### src/rtl/alu_datapath_pipe.sv
// Register-file ALU datapath: single-cycle logic/arith/shift/compare ops plus an
// iterative shift-add multiplier that stalls the input for WIDTH cycles.
module alu_datapath_pipe #(
  parameter int WIDTH    = 16,
  parameter int REG_ADDR = 4
) (
  input  logic                clk,
  input  logic                reset,
  input  logic                in_valid,
  output logic                in_ready,
  input  logic [7:0]          OP,
  input  logic [REG_ADDR-1:0] ra,
  input  logic [REG_ADDR-1:0] rb,
  input  logic                im_mux,
  input  logic                pc_mux,
  input  logic [WIDTH-1:0]    immediate,
  input  logic [WIDTH-1:0]    pc,
  input  logic                regwrt,
  output logic                out_valid,
  output logic [WIDTH-1:0]    ALU_output,
  output logic [4:0]          flag,
  output logic                busy
);

  localparam int NREG = 1 << REG_ADDR;
  localparam int CW   = $clog2(WIDTH);
  localparam int M    = WIDTH - 1;
  localparam logic [CW-1:0] LAST = CW'(WIDTH - 1);
  localparam logic [5:0]    W6   = 6'(WIDTH);

  localparam logic [7:0] OP_AND = 8'h01, OP_OR  = 8'h02, OP_XOR = 8'h03,
                         OP_ADD = 8'h05, OP_NOT = 8'h07, OP_SUB = 8'h09,
                         OP_CMP = 8'h0B, OP_MOV = 8'h0D, OP_MUL = 8'h0E,
                         OP_LSH = 8'h84, OP_ASH = 8'h86;

  typedef enum logic {IDLE, MUL_RUN} state_t;
  state_t state;

  logic [WIDTH-1:0] rf [NREG];
  logic [WIDTH-1:0] op_a, op_b, res;
  logic [4:0]       flg;
  logic             wr_ok;
  logic [WIDTH:0]   sum, diff;
  logic [4:0]       sh;
  logic [5:0]       mag;
  logic [WIDTH-1:0] shl, shr_l, shr_a;

  logic [WIDTH-1:0]    mul_a, mul_b, mul_acc, mul_acc_nxt;
  logic [CW-1:0]       mul_cnt;
  logic [REG_ADDR-1:0] mul_rb;
  logic                mul_wr;

  assign in_ready = (state == IDLE);
  assign busy     = (state == MUL_RUN);

  assign op_a = im_mux ? immediate : rf[ra];
  assign op_b = pc_mux ? pc : rf[rb];
  assign sum  = {1'b0, op_a} + {1'b0, op_b};
  assign diff = {1'b0, op_a} - {1'b0, op_b};

  // Shift amount is a signed 5-bit field; negative means shift right by |amt|.
  assign sh    = op_a[4:0];
  assign mag   = sh[4] ? (6'd32 - {1'b0, sh}) : {1'b0, sh};
  assign shl   = (mag >= W6) ? '0 : (op_b << mag);
  assign shr_l = (mag >= W6) ? '0 : (op_b >> mag);
  assign shr_a = (mag >= W6) ? {WIDTH{op_b[M]}} : WIDTH'($signed(op_b) >>> mag);

  assign mul_acc_nxt = mul_b[0] ? (mul_acc + mul_a) : mul_acc;

  always_comb begin
    res   = '0;
    flg   = flag;
    wr_ok = 1'b1;
    case (OP)
      OP_AND: res = op_a & op_b;
      OP_OR:  res = op_a | op_b;
      OP_XOR: res = op_a ^ op_b;
      OP_NOT: res = ~op_a;
      OP_MOV: res = op_a;
      OP_ADD: begin
        res    = sum[M:0];
        flg[0] = sum[WIDTH];
        flg[2] = (op_a[M] == op_b[M]) && (sum[M] != op_a[M]);
        flg[3] = (sum[M:0] == '0);
        flg[4] = sum[M];
      end
      OP_SUB: begin
        res    = diff[M:0];
        flg[0] = diff[WIDTH];
        flg[2] = (op_a[M] != op_b[M]) && (diff[M] != op_a[M]);
        flg[3] = (diff[M:0] == '0);
        flg[4] = diff[M];
      end
      OP_CMP: begin
        res    = op_b;
        wr_ok  = 1'b0;
        flg[1] = (op_a > op_b);
        flg[3] = (op_a == op_b);
        flg[4] = ($signed(op_a) > $signed(op_b));
      end
      OP_LSH: res = sh[4] ? shr_l : shl;
      OP_ASH: res = sh[4] ? shr_a : shl;
      default: wr_ok = 1'b0;
    endcase
  end

  always_ff @(posedge clk) begin
    if (reset) begin
      state      <= IDLE;
      out_valid  <= 1'b0;
      ALU_output <= '0;
      flag       <= '0;
      mul_a      <= '0;
      mul_b      <= '0;
      mul_acc    <= '0;
      mul_cnt    <= '0;
      mul_rb     <= '0;
      mul_wr     <= 1'b0;
      for (int i = 0; i < NREG; i++) rf[i] <= '0;
    end else begin
      out_valid <= 1'b0;
      case (state)
        IDLE: if (in_valid) begin
          if (OP == OP_MUL) begin
            state   <= MUL_RUN;
            mul_a   <= op_a;
            mul_b   <= op_b;
            mul_acc <= '0;
            mul_cnt <= '0;
            mul_rb  <= rb;
            mul_wr  <= regwrt;
          end else begin
            ALU_output <= res;
            flag       <= flg;
            out_valid  <= 1'b1;
            if (regwrt && wr_ok) rf[rb] <= res;
          end
        end
        MUL_RUN: begin
          mul_acc <= mul_acc_nxt;
          mul_a   <= mul_a << 1;
          mul_b   <= mul_b >> 1;
          mul_cnt <= mul_cnt + 1'b1;
          if (mul_cnt == LAST) begin
            state      <= IDLE;
            ALU_output <= mul_acc_nxt;
            out_valid  <= 1'b1;
            if (mul_wr) rf[mul_rb] <= mul_acc_nxt;
          end
        end
        default: state <= IDLE;
      endcase
    end
  end

endmodule
### config.mk
export PLATFORM = sky130hd
export DESIGN_NAME = alu_datapath_pipe
export DESIGN_NICKNAME = d
export VERILOG_FILES = /design/src/rtl/alu_datapath_pipe.sv
export SDC_FILE = /design/constraint.sdc
export NUM_CORES = 1
export LEC_CHECK = 0
export CORE_UTILIZATION = 55
export CTS_BUF_LIST = sky130_fd_sc_hd__clkbuf_16
export DETAILED_ROUTE_END_ITERATION = 7
export PLACE_DENSITY = 0.7
export SYNTH_ARGS = -nofsm -noshare
export SYNTH_HDL_FRONTEND = slang
export SYNTH_SLANG_ARGS = --single-unit
### constraint.sdc
create_clock -name clk -period 8 [get_ports clk]
set_input_delay 1.6 -clock clk [delete_from_list [all_inputs] [get_ports clk]]
set_output_delay 1.6 -clock clk [all_outputs]
set_load 0.01 [all_outputs]
==> results.toml, run 1 <==
[outcome]
status = "complete, but fails checks"
violations = "design-rule violations"

[synth]
synthFlopType = "edfxtp_1"
synth_top_area_cell = "edfxtp_1"
synth_area_um2 = 23700
yosys.area.top_type_share = 0.324
avgSynthCellArea_um2 = 10.0
synth_most_common_cell = "nor2_1"
ys_seq_elements = 336
ys_warn_count = 0
yosys.cell_types.count = 96
synthArstFlopShare = 0
seq_area_frac_synth = 0.392
syn-instance-count = 2366
yosys-top-cells-count = "nor2_1 (306), edfxtp_1 (256), mux2i_1 (182), nand2_1 (172), a21oi_1 (155)"
synth_edf_count = 256
syn-num-nets = 2488
synth_area_leaders = "edfxtp_1 (32%), mux4_2 (8.6%), mux2i_1 (7.7%)"

[clock_network]
htreeDepth = 2
cts_tree = "done"
cts_root_buf = "clkbuf_16"
ctsResizeCount = 0
path_clk_slew_ns = 0.06
clock_latency_ns = 0.60
post-cts-setup-buffers = 0
numCtsBuffers = 36
clockBufferDepth = 3
hold_buffers = 0
clkSinkCount = 336

[global_routing]
antenna_found_initial = 0
grt_max_degree = 72
first_global_vias = 21200
grt_overflow = 0
grt.total_usage = 0.445
grt_pass1_wl_mm = 142

[route]
vias = 22000
routedWlPerCell_um = 32.6
final_antenna_net_count = 0
drc = 11
via_per_inst = 7.32
drtIter0Drc = 3263
dr.pass1.iters = 8
drt_wl_total_mm = 98.0

[pwr]
pwr-share-seq = 0.388
comb_power_share = 0.265
leakagePower_nw = 9.83
switching_share = 0.325
p_clk_frac = 0.347
p_int_w = 0.00339
vdd.ir_drop.worst_v = 0.000279
p_per_area_nw_per_um2 = 189
switchingPower_w = 0.00164
fin_total_pwr_w = 0.00503

[setup_path]
path_class = "in -> reg"
cp-end-kind = "flop"
cp_slowest_cell = "mux2i_1"
critical_path.max_stage_delay_ns = 0.90
cp-start-kind = "primary input"
cp_top_family = "multiplexers"
worstPathArrival_ns = 7.73
cp_cell_sequence = "buf_2, buf_4, mux4_2, mux4_2, mux2i_1, ha_1, or2_2, nor4_1, inv_1, nor3b_1, nor3_1, o31a_1, xnor2_1, o21ai_0, o41ai_4, buf_4, nor2_1"
critPathMaxFanout = 24
critical_path_buf_inv_count = 4
worstPathRequired_ns = 8.30

[floorplan]
core_um2 = 42200
die_area_um2 = 43900
die_w_um = 210
row_count = 75
initial_core_util = 0.561
fp.dieH_um = 210
ioPinCount = 78

[min_path]
hp-class = "reg -> reg"

[timing]
tns_ns = 0
max_clock_freq_mhz = 135
max_slew_margin = 0.0842
tightest_slew_ns = 1.37
min_period_ns = 7.43
finalCritPeriodShare = 0.928
timing.final.hold_violations = 0
skew_ns = 0.0385
setup_viol = 0
slew_viol_final = 0
grt_setup_unrepaired = "false"

[run]
cap_violations = 0

[placed_design]
dpl.hpwl_mm = 71.2
io_buffers = 77
gp_congestion = 1.04

[layout]
drive_above_1_share = 0.145
area_growth_pct = 12.5
nets = 2562
diodes = 0
[cells in the final DEF, fill, tap and decap left out, types with 79 or more instances in the layout]
cell,count
mux4_2,90
mux2i_1,182
a21oi_1,155
edfxtp_1,256
dfxtp_1,79
o21ai_0,82
buf_4,144
nor3_1,102
nor2_1,306
nand2_1,172
inv_1,91
[through the flow]
stage	cells	util	hold WS, ns	cell area (um2)	worst slack (ns)
2_1_floorplan	2366	-	0.452	23700	0.870
3_3_place_gp	2941	0.602	0.462	25400	0.397
3_5_place_dp	2941	0.602	0.463	25400	0.367
4_1_cts	3005	0.631	0.473	26700	0.900
5_1_grt	3005	0.631	0.505	26700	0.458
6_report	3005	0.631	0.475	26700	0.574
[power by group through the flow]
stage,logic (W),registers (W),clock network (W)
finish,0.00133,0.00195,0.00175
global route,0.00138,0.00195,0.00180
CTS,0.00129,0.00195,0.00174
detailed placement,0.00128,0.00198,0
global placement,0.00128,0.00198,0
floorplan,0.000823,0.00197,0
[worst reg2reg max path: cells and delay by family (launching register included)]
| kind | cells | cell delay (ns) |
|---|---|---|
| XOR/XNOR | 1 | 0.33 |
| flip-flops | 1 | 0.41 |
| AO/OA/AOI/OAI | 3 | 1.05 |
| AND/OR/NAND/NOR | 5 | 1.10 |
| multiplexers | 3 | 1.90 |
| buffers and inverters | 2 | 0.38 |
| adder cells (fa/ha/maj) | 1 | 0.50 |
[logic make-up (layout without fill, tap and decap cells)]
logic type               Yosys count  count (layout)  share of synthesized area
buffers and inverters            277             377                     0.0519
AO/OA/AOI/OAI                    596             596                      0.175
flip-flops                       336             336                      0.392
adder cells (fa/ha/maj)           68              68                     0.0369
XOR/XNOR                          41              41                     0.0163
AND/OR/NAND/NOR                  745             745                      0.142
multiplexers                     303             303                      0.186
[layout make-up]
type                    count  area [um2]
clock buffers              36         901
clock inverters            28         320
fillers                  3383       15600
inverters                  89         334
multi-input cells        1753       13200
flip-flops and latches    336        9290
well taps                 539         674
repair buffers            224        1920
[layer usage]
layer,track usage,vias up,wire [um]
li1,-,9193,-
met1,0.538,10500,34200
met2,0.704,1828,44000
met3,0.109,473,11400
met4,0.309,0,8400
met5,0,-,0
[flip-flops by register name, indices dropped and copies added (netlist names), 4 cells and up]
name	cells
mul_rb	4
rf	256
ALU_output	16
mul_b	16
mul_a	16
mul_cnt	4
mul_acc	16
flag	5
[worst paths after layout]
check	start	depth (start not counted)	endpoint	slack, ns
worst max-delay path	ra[1]	17	rf[10][15]	0.57
worst min register to register	flag[1]	2	flag[1]	0.48
worst min-delay path	flag[1]	2	flag[1]	0.48
worst max register to register	rf[12][7]	15	rf[10][15]	2.04
Note: power is estimated with default switching activity, not from simulation.
==> inputs of run 2 (changes only) <==
Settings changed: CTS_CLUSTER_DIAMETER from default to 150, PLACE_DENSITY 0.7 to 0.73.
Clock period 8 ns to 6.4 ns, I/O delays scaled along.
==> run 2 against run 1 <==
  * Sequential power up 25%
  * Highest routed layer unchanged
  * The run now ends clean
  * Total power up 28%
  * Critical path depth up 4
  * Non-clock buffer count up 135
==> results.toml, run 2 (synthesis gave the netlist of run 1 again) <==
[layout]
largest_reg_flops = 256
finalInstanceArea_um2 = 27900
n_fill_cell = 3280
layout_commonest_cell = "nor2_1"
nets = 2698
max_flop_register = "rf"
drive_above_1_share = 0.192
instances_no_fill = 3144
final_cell_mix = "nor2_1 (306), buf_4 (263), edfxtp_1 (256), mux2i_1 (181), nand2_1 (172)"
area_growth_pct = 17.6

[global_routing]
grt_overflow = 0
grt_max_degree = 71
first_global_vias = 21800
grt_pass1_wl_mm = 145
grt.total_usage = 0.457
antenna_found_initial = 0

[floorplan]
die_w_um = 210
fp.dieH_um = 210
ioPinCount = 78
core_um2 = 42200
initial_core_util = 0.561
row_count = 75
die_area_um2 = 43900

[pwr]
p_per_area_nw_per_um2 = 231
leakagePower_nw = 10.6
fin_total_pwr_w = 0.00643
vdd.ir_drop.worst_v = 0.000292

[timing]
grt_setup_unrepaired = "false"
tns_ns = 0
timing.final.hold_violations = 0
slew_viol_final = 0
finalCritPeriodShare = 0.987
max_slew_margin = 0.131
min_period_ns = 6.32
tightest_slew_ns = 1.30
holdWs_ns = 0.460
setup_viol = 0
max_clock_freq_mhz = 158
skew_ns = 0.0323

[placed_design]
gp_congestion = 1.09
io_buffers = 77
place_area_um2 = 26700
dp.cells = 3075
dpl.hpwl_mm = 73.7

[clock_network]
cts_tree = "done"
clock_latency_ns = 0.58
htreeDepth = 2
numCtsBuffers = 37
clockBufferDepth = 3
clkSinkCount = 336
path_clk_slew_ns = 0.06
cts_root_buf = "clkbuf_16"

[setup_path]
critPathMaxFanout = 16
cp-start-kind = "primary input"
cp-end-kind = "flop"
worstPathRequired_ns = 6.72
ff2ff_setup_slack_ns = 1.27
worstPathArrival_ns = 6.64
path_class = "in -> reg"

[route]
drc = 0
vias = 22700
drt_wl_total_mm = 101
routedWlPerCell_um = 32.1
via_per_inst = 7.21
dr.pass1.iters = 6
final_antenna_net_count = 0
drtIter0Drc = 3726

[min_path]
hp-class = "reg -> reg"

[run]
cap_violations = 0

[outcome]
status = "finished, final reports clean"
==> run 2: where the power goes <==
| group | internal [W] | switching, W |
|---|---|---|
| Combinational | 0.000762 | 0.00112 |
| Clock | 0.00117 | 0.000937 |
| Sequential | 0.00240 | 0.0000389 |
==> run 2: worst paths after layout <==
check | from | to | cells past startpoint
max reg2reg | rf[7][1] | rf[4][11] | 20
max | rb[2] | rf[4][11] | 21
min | ALU_output[1] | ALU_output[1] | 2
min reg2reg | ALU_output[1] | ALU_output[1] | 2
==> run 2: what timing repair did <==
item,in CTS,in global routing
gates resized for setup,0,1
hold buffers,0,0
setup buffers,0,1
endpoints found under the setup margin,0,17
==> run 2: cell type report <==
class                      instances  area [um2]  area share
inverter                          89         334      0.0120
timing repair buffer             359        3130       0.112
sequential                       336        9290       0.333
clock buffer                      38         951      0.0341
antenna                            1        2.50   0.0000898
clock inverter                    29         223     0.00799
multi-input combinational       1753       13300       0.476
tap                              539         674      0.0242
==> run 2: metal layers <==
layer  global-route usage  part of all wire  up-vias
met3               0.0934              0.12      459
met2                0.717              0.45     1965
li1                     -                 -     9446
met4                0.319             0.081        0
met1                0.569              0.35    10800
met5                    0                 0        -
==> run 2: per-stage QoR <==
stage	utilization	worst slack, ns
after floorplan	-	0.00432
after global placement	0.631	-0.186
after detailed placement	0.631	-0.286
after CTS	0.659	0.272
after global routing	0.660	0.0523
final	0.660	0.0806
==> run 2: critical path, stage by stage <==
cell	delay, ns
clkdlybuf4s50_1	0.63
and2_1	0.35
a22oi_1	0.25
a21oi_1	0.13
a221oi_1	0.65
inv_1	0.18
buf_4	0.19
ha_1	0.19
o21ba_2	0.22
o21bai_1	0.10
a2111o_1	0.50
nor3b_1	0.17
buf_4	0.15
nor3_1	0.27
buf_4	0.18
xnor2_1	0.07
a21oi_1	0.25
nand4b_1	0.27
o31ai_2	0.25
buf_4	0.27
nor2_1	0.08
